==> src/rtl/latch_arb_pkg.sv <==
// Shared types for the latch bank arbiter: FSM state encoding and a
// width helper for requester indices.
package latch_arb_pkg;

   localparam int STATE_W = 3;

   typedef enum logic [STATE_W-1:0] {
      ST_IDLE  = 3'd0,
      ST_SETUP = 3'd1,
      ST_OPEN  = 3'd2,
      ST_HOLD  = 3'd3,
      ST_ACK   = 3'd4
   } state_t;

   // Index width for N requesters, never narrower than one bit.
   function automatic int clog2n(input int n);
      return (n <= 2) ? 1 : $clog2(n);
   endfunction

endpackage

==> src/rtl/rr_pick.sv <==
// Combinational round-robin picker: first set request at or after ptr_i,
// wrapping modulo N.
module rr_pick #(
   parameter int N  = 4,
   parameter int IW = 2
) (
   input  logic [N-1:0]  req_i,
   input  logic [IW-1:0] ptr_i,
   output logic [IW-1:0] winner_o,
   output logic          valid_o
);

   int            sum;
   logic [IW-1:0] idx;

   // Scanning from the far end lets the candidate closest to ptr_i overwrite the rest.
   always_comb begin
      valid_o  = 1'b0;
      winner_o = '0;
      sum      = 0;
      idx      = '0;
      for (int i = N - 1; i >= 0; i--) begin
         sum = (int'(ptr_i) + i) % N;
         idx = IW'(sum);
         if (req_i[idx]) begin
            valid_o  = 1'b1;
            winner_o = idx;
         end
      end
   end

endmodule

==> src/rtl/latch_bank_arbiter.sv <==
// Round-robin owner of a shared gated-latch bank: drives data, pulses the
// common gate with setup/hold margin, then checks read-back and acknowledges.
module latch_bank_arbiter
   import latch_arb_pkg::*;
#(
   parameter int N           = 4,
   parameter int W           = 8,
   parameter int OPEN_CYCLES = 1,
   parameter int HOLD_CYCLES = 1
) (
   input  logic                  clk,
   input  logic                  rst,
   input  logic [N-1:0]          req,
   input  logic [N*W-1:0]        wdata,
   input  logic [W-1:0]          latch_q,
   output logic [W-1:0]          latch_d,
   output logic                  latch_en,
   output logic [N-1:0]          gnt,
   output logic [N-1:0]          done,
   output logic [clog2n(N)-1:0]  owner,
   output logic                  busy,
   output logic                  mismatch
);

   localparam int IW      = clog2n(N);
   localparam int CNT_MAX = (OPEN_CYCLES > HOLD_CYCLES) ? OPEN_CYCLES : HOLD_CYCLES;
   localparam int CW      = $clog2(CNT_MAX + 1);

   state_t        state_q, state_d;
   logic [CW-1:0] cnt_q, cnt_d;
   logic [W-1:0]  data_q, data_d;
   logic [IW-1:0] owner_q, owner_d;
   logic [IW-1:0] ptr_q, ptr_d;
   logic          en_q;
   logic [IW-1:0] pick_idx;
   logic          pick_valid;

   rr_pick #(
      .N  (N),
      .IW (IW)
   ) u_pick (
      .req_i    (req),
      .ptr_i    (ptr_q),
      .winner_o (pick_idx),
      .valid_o  (pick_valid)
   );

   // The gate is registered from the next state so it never glitches on a decode.
   always_ff @(posedge clk) begin
      if (rst) begin
         state_q <= ST_IDLE;
         cnt_q   <= '0;
         data_q  <= '0;
         owner_q <= '0;
         ptr_q   <= '0;
         en_q    <= 1'b0;
      end else begin
         state_q <= state_d;
         cnt_q   <= cnt_d;
         data_q  <= data_d;
         owner_q <= owner_d;
         ptr_q   <= ptr_d;
         en_q    <= (state_d == ST_OPEN);
      end
   end

   always_comb begin
      state_d = state_q;
      cnt_d   = cnt_q;
      data_d  = data_q;
      owner_d = owner_q;
      ptr_d   = ptr_q;
      case (state_q)
         ST_IDLE: begin
            if (pick_valid) begin
               state_d = ST_SETUP;
               owner_d = pick_idx;
               data_d  = wdata[pick_idx*W +: W];
            end
         end
         ST_SETUP: begin
            state_d = ST_OPEN;
            cnt_d   = CW'(OPEN_CYCLES - 1);
         end
         ST_OPEN: begin
            if (cnt_q == '0) begin
               state_d = ST_HOLD;
               cnt_d   = CW'(HOLD_CYCLES - 1);
            end else begin
               cnt_d = cnt_q - 1'b1;
            end
         end
         ST_HOLD: begin
            if (cnt_q == '0) begin
               state_d = ST_ACK;
            end else begin
               cnt_d = cnt_q - 1'b1;
            end
         end
         ST_ACK: begin
            state_d = ST_IDLE;
            ptr_d   = (owner_q == IW'(N - 1)) ? '0 : owner_q + 1'b1;
         end
         default: begin
            state_d = ST_IDLE;
         end
      endcase
   end

   always_comb begin
      busy     = (state_q != ST_IDLE);
      latch_d  = data_q;
      latch_en = en_q;
      owner    = busy ? owner_q : '0;
      gnt      = busy ? (N'(1) << owner_q) : '0;
      done     = (state_q == ST_ACK) ? (N'(1) << owner_q) : '0;
      mismatch = (state_q == ST_ACK) && (latch_q != data_q);
   end

endmodule
==> config.mk <==
export PLATFORM = sky130hd
export DESIGN_NAME = latch_bank_arbiter
export DESIGN_NICKNAME = d
export VERILOG_FILES = /design/src/rtl/latch_arb_pkg.sv /design/src/rtl/rr_pick.sv /design/src/rtl/latch_bank_arbiter.sv
export SDC_FILE = /design/constraint.sdc
export NUM_CORES = 1
export LEC_CHECK = 0
export CORE_MARGIN = 3
export CORE_UTILIZATION = 37
export DETAILED_ROUTE_END_ITERATION = 6
export PLACE_DENSITY = 0.85
export SLEW_MARGIN = 20
export SYNTH_ARGS = -nofsm -noshare
export SYNTH_HDL_FRONTEND = slang
export SYNTH_SLANG_ARGS = --single-unit
==> constraint.sdc <==
create_clock -name clk -period 2.1 [get_ports clk]
set_input_delay 0.63 -clock clk [delete_from_list [all_inputs] [get_ports clk]]
set_output_delay 0.63 -clock clk [all_outputs]
set_load 0.005 [all_outputs]
==> impl.org <==
** Worst setup path
- On the worst path, the slowest cell contributes a delay of 0.30 ns.
- Crit start category :: input pin
- Worst endpoint required time :: 1.47 ns
- The setup path with the least slack is of type input pin to primary output.
- STA classifies the critical path endpoint as a primary output.
- Broken down by cell family, the worst path's largest delay share belongs to buffers and inverters.
- Slowest cell on crit path :: sky130_fd_sc_hd__nor4_2
- Worst path buffer plus inverter count :: 2
- Walking the worst path, the cells encountered are dlygate4sd2_1, xor2_1, nor4_2, a21oi_2, buf_2.
- CP Data Arrival Time :: 1.54 ns
- Of all nets on the critical path, the largest fanout is 1.

** GRT
- Entering global routing, the biggest net connects 13 pins.
- The total overflow left after global routing is 0.
- The via count of the first global-routing pass was 1240.
- met2 is the most crowded layer.
- Wire length of the first global-routing pass :: 5490 um
- For this run, the total global-route usage over all layers was measured as 20.0%.
- Antenna violations before repair :: 0
- In the global route stage, met2 resource usage came out at 36.3%.
- Met3 track utilization from global routing :: 2.77%
- M1 GR Usage :: 23.3%

** Hold path
- Path class of the lowest-slack min-delay path :: flip-flop to flip-flop

** Clocking
- CTS placed an instance of sky130_fd_sc_hd__clkbuf_4 at the clock tree root.
- Buffers inserted during clock tree synthesis total 3.
- After clock tree synthesis, the flow added hold-fix buffers numbering 0.
- CTS built an H-tree with a depth of 1.
- TritonCTS built the clock tree.
- Clock Tree Buf Depth :: 2
- The clock drives 16 sinks.
- The clock reaches the later pin of the worst-skew pair after 0.29 ns.
- Reg clk slew, reported paths :: 0.11 ns

** Timing
- Based on the critical path, the design can be clocked at up to 461 MHz.
- For the final database, setup skew stands at 0.00908 ns.
- Final hold vios :: 0
- Total Negative Setup Slacks :: -0.0714 ns
- Subtracting the final worst setup slack from the clock period gives 2.17 ns.
- Total setup violations reported at the end of the flow :: 1
- The worst pin sits at a relative slew slack of 64.3%.
- The count of pins over their slew limit was 0.
- Worst Max-Slew Pin Slew :: 0.531 ns
- Final worst-path setup slack :: -0.0714 ns
- RSZ-0062 raised after global routing :: yes
- Final critical-path share of the clock period :: 103%
- Hold is met by 0.480 ns.

** Place
- At the end of routability-driven placement, the weighted congestion stood at 0.858.
- Input/output buffers :: 66
- Instance area at placement :: 1910 um^2
- Prior to clock tree synthesis, the placed netlist has a worst setup slack of -0.693 ns.
- Post-detail-place hpwl :: 2760 um

** Layout
- Fin area :: 2000 um^2
- # nets final :: 256
- Relative to the synthesized area, the layout overhead comes to 80.5%.
- Of the cells placed in the final design, the portion with a size suffix greater than 1 is 26.8%.
- # diodes :: 0

** Floorplan
- Starting Density :: 39.5%
- In this run the core area contains 19 standard-cell rows.
- The die covers 3690 um^2.
- Number of top-level design ports :: 67
- Measured along the y axis, the die boundary spans 60.7 um.
- Std-Cell Core Area :: 2810 um^2
- Width of the chip :: 60.7 um

** Routing
- Routed via count :: 1253
- Number of nets still failing antenna checks after routing :: 0
- Number of remaining DRC errors :: 0
- After detailed routing, the number of vias per cell comes to 5.31.
- For this block, the initial DRC count from the detailed router was 49.
- For this block, the routed nets add up to 3580 um of wire.
- In the final routed layout, each cell accounts on average for 15.2 um.
- Router iterations before antenna repair :: 4

** Synthesis
- Yosys printed 0 warnings.
- Dividing the synthesized area by the synthesized cell count gives 9.24 um^2.
- After synthesis, flip-flops and latches occupy 28.9% of the total area.
- Synthesis produced 120 cells.
- Number of distinct library cells after synthesis :: 27
- After synthesis the netlist holds a flip-flop and latch count of 16.
- After synthesis the cells add up to 1110 um^2.
- Net count after synthesis :: 170

** Run
- # Max-Cap Violations :: 0

** Pwr
- For this design the ratio of total power to cell area is 506 nW/um^2.
- Cell-internal power :: 0.713 mW
- Fraction of power consumed by sequential logic :: 36.4%
- Share of total power in combinational logic :: 42.9%
- Net Sw Power :: 0.299 mW
- Leak pwr :: 0.890 nW
- Clk network pwr share :: 20.8%
- Switching part of the total :: 29.5%
- Worst IR Drop VDD :: 0.311 mV

** Status
- The checks that failed: setup timing.
- The run finished, with violations left.
layer usage:
layer | wire length (um) | share of wire [%]
met1 | 1340 | 37
met2 | 2000 | 56
met3 | 186 | 5.2
met4 | 55 | 1.5
met5 | 0 | 0
worst paths after layout:
kind	to	depth (start not counted)	from	slack (ns)
max	mismatch	5	latch_q[7]	-0.07
min	latch_en	1	state_q[1]	0.48
min reg2reg	latch_en	1	state_q[1]	0.48
max reg2reg	latch_d[1]	7	state_q[0]	0.29
through the flow:
step / cells / util (%) / power, mW
after global routing: 236 / 71.3 / 1.07
final: 236 / 71.3 / 1.01
after global placement: 224 / 68.1 / 0.763
after CTS: 235 / 70.8 / 1.01
after floorplan: 120 / - / 0.548
after detailed placement: 224 / 68.1 / 0.778
repair_timing:
action                     in CTS  in global routing
setup buffers                   7                  1
pin swaps                       4                  6
gates resized for setup        47                 11
setup endpoints to repair      21                 12
sequential cells by signal (all words and copies together), names as in the netlist:
signal    count
latch_d       8
state_q       3
owner_q       2
ptr_q         2
latch_en      1
kinds of logic (layout without fill, tap and decap cells):
kind of cell,count (synthesis),after routing,share of synthesized area (%)
AND/OR/NAND/NOR,47,47,23.9
buffers and inverters,10,95,4.97
multiplexers,17,17,15.3
AO/OA/AOI/OAI,17,17,15.2
XOR/XNOR,9,9,7.11
flip-flops,16,16,28.9
adder cells (fa/ha/maj),4,4,4.51
cells in the mapped netlist (all sizes together):
cell type	n	area (um^2)
a21oi	8	40.0
a2bb2oi	1	8.76
and2	2	12.5
and2b	4	30.0
and3	4	25.0
buf	4	32.5
clkbuf	2	7.51
dfxtp	16	320
ha	4	50.1
inv	4	15.0
mux2i	17	170
nand2	12	45.0
nand3b	2	18.8
nor2	11	41.3
nor3	4	31.3
nor3b	1	7.51
nor4	3	18.8
nor4b	1	8.76
nor4bb	1	10.0
o221ai	8	120
or3b	1	8.76
or4	1	7.51
xnor2	1	8.76
xor2	8	70.1
worst register-to-register path, cell delays in order, from the launching register on:
cell	delay, ns
sky130_fd_sc_hd__dfxtp_4	0.38
sky130_fd_sc_hd__nor3_4	0.24
sky130_fd_sc_hd__buf_4	0.15
sky130_fd_sc_hd__buf_4	0.09
sky130_fd_sc_hd__and2_4	0.16
sky130_fd_sc_hd__or3b_4	0.40
sky130_fd_sc_hd__buf_12	0.16
sky130_fd_sc_hd__o221ai_2	0.17
layout by cell type, fill, tap and decap left out, types with 7 or more instances in the layout:
cell type,instances
sky130_fd_sc_hd__mux2i_1,17
sky130_fd_sc_hd__dfxtp_1,12
sky130_fd_sc_hd__nor2_1,10
sky130_fd_sc_hd__o221ai_2,8
sky130_fd_sc_hd__a21oi_1,7
sky130_fd_sc_hd__nand2_1,12
sky130_fd_sc_hd__dlygate4sd2_1,11
sky130_fd_sc_hd__clkdlybuf4s50_1,44
sky130_fd_sc_hd__xor2_1,8
sky130_fd_sc_hd__buf_4,18
final cells by class:
cell class,instances,area [um^2]
Timing Repair Buffer,87,817
Fill cell,223,805
Multi-Input combinational cell,94,761
Sequential cell,16,333
Tap cell,31,38.8
Clock buffer,4,36.3
Inverter,4,15.0
power groups by stage:
stage	sequential [mW]	clock, mW	combinational [mW]
after floorplan	0.374	0	0.174
after global placement	0.375	0	0.389
after detailed placement	0.377	0	0.400
after CTS	0.368	0.212	0.426
after global routing	0.373	0.229	0.470
final	0.368	0.210	0.434
No activity file was read; power rests on OpenSTA's default activity.
